--- src/rtl/onehot_enc8x3_pipe_pkg.sv ---
`default_nettype none
// ============================================================================
// Module      : enc_pkg
// Description : Shared widths, result struct and one-hot check helper for
//               the onehot_enc8x3_pipe encoder.
// Revision    : 1.0 - initial release
// ============================================================================
package enc_pkg;

    localparam int ENC_IN_W   = 8;
    localparam int ENC_CODE_W = 3;

    typedef struct packed {
        logic [ENC_CODE_W-1:0] code;
        logic                  err;
        logic                  zero;
    } enc_res_t;

    typedef struct packed {
        logic zero;
        logic multi;
    } enc_chk_t;

    function automatic enc_chk_t onehot_check(input logic [ENC_IN_W-1:0] d);
        enc_chk_t r;
        r.zero  = (d == '0);
        r.multi = ($countones(d) > 1);
        return r;
    endfunction

endpackage
`default_nettype wire

--- src/rtl/onehot_enc8x3_pipe_prio.sv ---
`default_nettype none
// ============================================================================
// Module      : onehot_prio_enc8
// Description : Combinational highest-set-bit encoder, 8 inputs to 3-bit code.
// Revision    : 1.0 - initial release
// ============================================================================
module onehot_prio_enc8
    import enc_pkg::*;
(
    input  logic [ENC_IN_W-1:0]   data_i,
    output logic [ENC_CODE_W-1:0] code_o
);

    // Ascending scan so the last hit, i.e. the highest bit, wins.
    always_comb begin
        code_o = '0;
        for (int i = 0; i < ENC_IN_W; i++) begin
            if (data_i[i]) begin
                code_o = i[ENC_CODE_W-1:0];
            end
        end
    end

endmodule
`default_nettype wire

--- src/rtl/onehot_enc8x3_pipe.sv ---
`default_nettype none
// ============================================================================
// Module      : onehot_enc8x3_pipe
// Description : Two-stage valid/ready 8-to-3 one-hot encoder with error flags.
//               Define ENC_ERR_CNT_EN to build the saturating error counter.
// Revision    : 1.0 - initial release
// ============================================================================
module onehot_enc8x3_pipe
    import enc_pkg::*;
#(
    parameter int ERR_CNT_W = 8
) (
    input  logic                  clk,
    input  logic                  rst,
    input  logic                  in_valid,
    output logic                  in_ready,
    input  logic [ENC_IN_W-1:0]   in_data,
    output logic                  out_valid,
    input  logic                  out_ready,
    output logic [ENC_CODE_W-1:0] out_code,
    output logic                  out_err,
    output logic                  out_zero,
    input  logic                  err_clr,
    output logic [ERR_CNT_W-1:0]  err_count
);

    logic                  s1_valid_q;
    logic [ENC_IN_W-1:0]   s1_data_q;
    enc_chk_t              s1_chk_q;
    logic                  s2_valid_q;
    enc_res_t              s2_res_q;
    enc_res_t              s2_res_d;
    enc_chk_t              w_chk;
    logic [ENC_CODE_W-1:0] w_code;
    logic                  w_s1_adv;
    logic                  w_s2_adv;

    assign w_chk    = onehot_check(in_data);
    assign w_s2_adv = !s2_valid_q || out_ready;
    assign w_s1_adv = !s1_valid_q || w_s2_adv;
    assign in_ready = w_s1_adv;

    onehot_prio_enc8 u_prio (
        .data_i (s1_data_q),
        .code_o (w_code)
    );

    always_comb begin
        s2_res_d      = s2_res_q;
        if (w_s2_adv && s1_valid_q) begin
            s2_res_d.code = w_code;
            s2_res_d.err  = s1_chk_q.zero || s1_chk_q.multi;
            s2_res_d.zero = s1_chk_q.zero;
        end
    end

    always_ff @(posedge clk) begin
        if (rst) begin
            s1_valid_q <= 1'b0;
            s1_data_q  <= '0;
            s1_chk_q   <= '0;
            s2_valid_q <= 1'b0;
            s2_res_q   <= '0;
        end else begin
            if (w_s1_adv) begin
                s1_valid_q <= in_valid;
                if (in_valid) begin
                    s1_data_q <= in_data;
                    s1_chk_q  <= w_chk;
                end
            end
            if (w_s2_adv) begin
                s2_valid_q <= s1_valid_q;
            end
            s2_res_q <= s2_res_d;
        end
    end

    assign out_valid = s2_valid_q;
    assign out_code  = s2_res_q.code;
    assign out_err   = s2_res_q.err;
    assign out_zero  = s2_res_q.zero;

`ifdef ENC_ERR_CNT_EN
    localparam logic [ERR_CNT_W-1:0] C_CNT_ONE = {{(ERR_CNT_W-1){1'b0}}, 1'b1};

    logic [ERR_CNT_W-1:0] err_cnt_q;

    // Clear has priority over a same-cycle increment; count saturates.
    always_ff @(posedge clk) begin
        if (rst || err_clr) begin
            err_cnt_q <= '0;
        end else if (out_valid && out_ready && s2_res_q.err && !(&err_cnt_q)) begin
            err_cnt_q <= err_cnt_q + C_CNT_ONE;
        end
    end

    assign err_count = err_cnt_q;
`else
    logic w_unused_err_clr;

    assign w_unused_err_clr = err_clr;
    assign err_count        = '0;
`endif

endmodule
`default_nettype wire
--- config.mk ---
export PLATFORM = sky130hd
export DESIGN_NAME = onehot_enc8x3_pipe
export DESIGN_NICKNAME = d
export VERILOG_FILES = /design/src/rtl/onehot_enc8x3_pipe_pkg.sv /design/src/rtl/onehot_enc8x3_pipe_prio.sv /design/src/rtl/onehot_enc8x3_pipe.sv
export SDC_FILE = /design/constraint.sdc
export NUM_CORES = 1
export LEC_CHECK = 0
export ABC_CLOCK_PERIOD_IN_PS = 3300
export CAP_MARGIN = 5
export CORE_MARGIN = 4
export CORE_UTILIZATION = 41
export DETAILED_ROUTE_END_ITERATION = 7
export GPL_ROUTABILITY_DRIVEN = 1
export PLACE_DENSITY = 0.74
export SLEW_MARGIN = 20
export SYNTH_ARGS = -nofsm -noshare
export SYNTH_HDL_FRONTEND = slang
export SYNTH_SLANG_ARGS = --single-unit
export TNS_END_PERCENT = 30
--- constraint.sdc ---
create_clock -name clk -period 3.3 [get_ports clk]
set_input_delay 0.66 -clock clk [delete_from_list [all_inputs] [get_ports clk]]
set_output_delay 0.66 -clock clk [all_outputs]
set_load 0.05 [all_outputs]
Word level (Yosys, flattened, before mapping)
Index checks and enable logic that the tools add are counted.

cells by class
  $add $sub $neg = 7
  multipliers = 0
  divide/modulo/power cells = 0
  order comparisons = 1
  eq/ne operators = 0
  shift-type cells = 0
  muxes and demuxes = 7
  bitwise operators = 0
  reductions and logical operators = 8

operators by type and width
  operator                                            number
  two-way mux 3 bit                                   4
  adder 1 x 1 -> 2 bit                                4
  logical NOT 8 bit                                   1
  adder 2 x 2 -> 3 bit                                2
  adder 3 x 3 -> 4 bit                                1
  > comparator 4 x 1 -> 1 bit, second input constant  1
  two-way mux 2 bit                                   2
  logical OR 1 bit                                    3
  logical NOT 1 bit                                   2
  AND reduction 2 bit                                 1
  logical AND 1 bit                                   1
  two-way mux 1 bit                                   1

word-level totals
  flip-flop bits (word level) = 17
  latch bits = 0
  memory bits (writable) = 0
  memory bits (read-only) = 0
  input port bits = 13
  output and inout bits = 15
  memories kept = 0

Depth between registers and ports, before layout
  depth after elaboration = 7
  gate-level depth with buffers = 10
  mapped depth without buffers = 10

By module
A second synthesis with hierarchy kept.

second synthesis, totals
  cells, all modules = 122
  area total of the unflattened synthesis = 1044.8 um2

modules (own cells, without submodules)
  module              times used  cells each  area each (um2)  seq. area each (um2)
  onehot_enc8x3_pipe  1           112         999.7            340.3
  onehot_prio_enc8    1           10          45.0             0.0

Least setup slack after synthesis
OpenSTA, ideal clock, no wires.

  kind = input port to flip-flop
  from = input in_data[0]
  to = register s1_chk_q[0] in the netlist's numbering
  data arrival time = 3.146 ns
  data required time = 3.214 ns
  path slack = 0.068 ns
  stages = 9
  buffers on the path = 0
  path through = fa_1 inv_1 fa_1 fa_1 inv_1 ha_1 fa_1 nor3_1 a211oi_1

on the way
  longest elaborated chain between the ends = 4

RTL lines
  item                                        line                          RTL
  start: declaration                          onehot_enc8x3_pipe.sv:17      input logic [ENC_IN_W-1:0] in_data,
  adder 1 x 1 -> 2 bit (implied by the code)  onehot_enc8x3_pipe_pkg.sv:27  r.multi = ($countones(d) > 1);
  adder 2 x 2 -> 3 bit (implied by the code)  onehot_enc8x3_pipe_pkg.sv:27
  adder 3 x 3 -> 4 bit (implied by the code)  onehot_enc8x3_pipe_pkg.sv:27
  > comparator 4 x 1 -> 1 bit                 onehot_enc8x3_pipe_pkg.sv:27
  end signal: assignment                      onehot_enc8x3_pipe.sv:69      s1_chk_q <= w_chk;
  end: declaration                            onehot_enc8x3_pipe.sv:29      enc_chk_t s1_chk_q;

No other way between the ends.
A chain may end at the register's enable or synchronous reset.

Worst setup path after layout
  from = input in_data[1]
  to = register s1_chk_q[0] in the netlist's numbering

The elaborated chain is that of the path after synthesis.

==> summary.txt <==
Global routing
  – GR Util met1: 14.9%
  – Largest net degree at the start of global routing: 17
  – GRT overflow: 0
  – Initial antenna violation count: 0
  – Total GRT Usage: 11.8%
  – GR Util met3: 3.22%
  – Met2 usage: a little under a fifth
  – Vias in the first global route: between 600 and 700
  – GRT busiest layer: met2
  – First-pass GRT wire length: 3020 µm

Pwr
  – Leak pwr: 0.487 nW
  – Power, Total: a little under 500 µW
  – PwrDens: 424 mW/mm²
  – Peak supply drop: approximately 210 µV

Place
  – IO Port Bufs: 18
  – Post-DP Area: about 0.0011 mm²
  – Routability Congestion: approximately 0.74
  – DP HPWL: between 1000 and 1500 µm

Yosys
  – Share of the yosys chip area belonging to registers: ~34%
  – Avg Inst Size Synth: 8.69 µm²
  – Cell variety after synth: 29
  – Post-Syn Area: around 960 µm²
  – #FFs+latches synth: 16
  – Ys Warns: 0
  – Instance count of the mapped netlist: between 100 and 150

Detailed routing
  – DR pass1 iterations: 4
  – Drt drc: 0
  – Final WL: roughly 1700 µm
  – Routed Antenna Nets: 0
  – Via/cell ratio: around 4.9
  – Avg WL per Cell: ~11 µm
  – DR vias: around 770
  – DRT iter0 DRCs: 8

STA
  – Slew Limit Fails: 0
  – RSZ-0062 raised after global routing: false
  – Final Setup Violations: 0
  – Final hold viol count: 0
  – Worst hold slack: a little under 0.5 ns
  – Max-slew headroom: ~63%
  – Final Cycle Share: between 90% and 100%
  – FMAX: ~0.31 GHz
  – Time the worst path needs with I/O delays and setup: between 3 and 4 ns
  – Skew final: roughly 0.0057 ns
  – Measured slew at the worst slew-check pin: 0.552 ns
  – Setup_tns: 0 ns

Setup path
  – CP delay by family, top: adder cells
  – Critical-path cell list: clkbuf_2 > fa_1 > inv_2 > fa_1 > fa_1 > inv_2 > ha_4 > fa_2 > nor3_1 > a211oi_1
  – Crit path launch type: primary input
  – Critical Path Fanout Max: 2
  – Most frequent CP cell: fa_1
  – Critical path arrival: between 3 and 4 ns
  – Crit path kind: primary input to flip-flop
  – Slowest-stage cell, CP: fa_1
  – Data required, critical path: 3.50 ns
  – Setup crit end kind: flip-flop
  – Max stage delay on crit path: 0.55 ns
  – Buffers plus inverters on the worst setup path: 3

Clock network
  – Htree depth: 1
  – Root Driver: clkbuf_4
  – Post-CTS Setup Bufs: 0
  – CTS clock-pin slew for the worst setup and hold paths: roughly 0.09 ns
  – Clk Latency, worst-skew pair: 0.28 ns
  – Max clock buf depth: 2
  – CTS tree: built
  – Cts bufs inserted: 3
  – Clk sink count: 16
  – Hold Buf Count CTS: 0

Status
  – Outcome: complete, no violations

Job
  – Max cap viols: 0

Floorplanning
  – Num rows: 17
  – Core Box Area: ~0.0022 mm²
  – I/O pin cnt: 28
  – Die footprint: ~0.0032 mm²
  – Initial core utilization: between 40% and 50%
  – Die Span X: 56.3 µm
  – Die Span Y: between 50 and 60 µm

Finish
  – Layout area overhead: 19.5%
  – Nets: 150
  – Final instance area: around 0.0011 mm²
  – ANT cells: 0
  – Share of layout cells above drive strength 1: approximately 16%

Worst hold path
  – Worst min path class: flip-flop to flip-flop
## repair_timing
action	4_1_cts	5_1_grt
pin swaps	1	4
resized for setup	5	9
endpoints found under the setup margin	1	1
## state kept, by name, indices dropped and copies added (netlist names)
name and flops:
s1_data_q 7, out_code 3, s1_chk_q 2, out_err 1
out_valid 1, out_zero 1, s1_valid_q 1
## report_power, final
part	switching (mW)	internal, mW	total (mW)
registers	0.00807	0.205	0.213
clock network	0.0581	0.0671	0.125
logic	0.0884	0.0571	0.146
## cell families (layout without fill, tap and decap cells)
family,count (synthesis),after routing,share of synthesized area (%)
AND/OR/NAND/NOR,22,22,13.5
other,1,8,0.392
flip-flops,16,16,33.5
buffers and inverters,29,40,18.5
AO/OA/AOI/OAI,34,34,20.6
adder cells (fa/ha/maj),8,8,13.6
## cell usage in the layout, fill, tap and decap left out, drive strengths merged, types with 3 or more instances in the layout
cell and n:
inv 14, a311oi 3, o21ai 10, a21oi 17
nand3 8, buf 5, nor2 4, clkdlybuf4s50 14
conb 8, clkbuf 7, ha 4, dfxtp 16
fa 4
## worst reg2reg max path, stage by stage, from the launching register on
cell and delay [ns]:
dfxtp_1 0.49, and3b_1 0.49, inv_6 0.09, a21oi_1 0.16, a211oi_1 0.06
## Yosys cell counts
library cell	number	area share, %
clkbuf_1	3	1.2
fa_1	4	8.4
nand4_2	1	1.3
a21bo_2	1	1.0
nand3b_1	1	0.79
nand2b_1	1	0.65
a311oi_1	3	2.7
ha_1	4	5.2
inv_6	1	0.92
and2_0	1	0.65
a21oi_2	1	0.92
o21ai_0	10	5.2
nor2b_1	1	0.65
buf_12	1	2.1
nor4b_1	1	0.92
a21oi_1	16	8.4
nor2_1	4	1.6
dfxtp_1	16	34
nor3_1	2	1.0
buf_4	8	6.3
nand3_1	8	4.2
o22ai_1	1	0.65
buf_2	1	0.52
inv_1	13	5.1
and3b_1	1	0.92
and2_2	1	0.79
conb_1	1	0.39
a211oi_1	2	1.6
buf_6	2	2.4
## per-layer routing
| layer | up-vias | routed length (µm) |
|---|---|---|
| li1 | 393 | - |
| met1 | 345 | 743 |
| met3 | 2 | 130 |
| met5 | - | 0 |
| met2 | 26 | 844 |
| met4 | 0 | 4 |
## stage by stage
stage	setup WS (ns)	util [%]	std cells
after floorplan	0.0682	-	117
final	0.105	51.6	156
after global placement	-0.465	50.0	152
after global routing	0.0241	51.6	156
after CTS	0.0173	51.7	156
after detailed placement	-0.521	50.0	152
## final timing paths
path	startpoint	end	slack (ns)	depth (start not counted)
worst max-delay path	in_data[1]	s1_chk_q[0]	0.11	10
worst max register to register	s1_valid_q	s1_chk_q[0]	1.88	4
worst min register to register	s1_data_q[1]	s1_data_q[1]	0.48	2
worst min-delay path	s1_data_q[1]	s1_data_q[1]	0.48	2
## layout make-up
cell class	count	area [µm²]
Clock buffer	4	36.3
Fill cell	230	1070
Inverter	14	57.6
Multi-Input combinational cell	72	500
Sequential cell	16	320
Tap cell	28	35.0
Timing Repair Buffer	22	193
(Power assumes the default switching activity.)
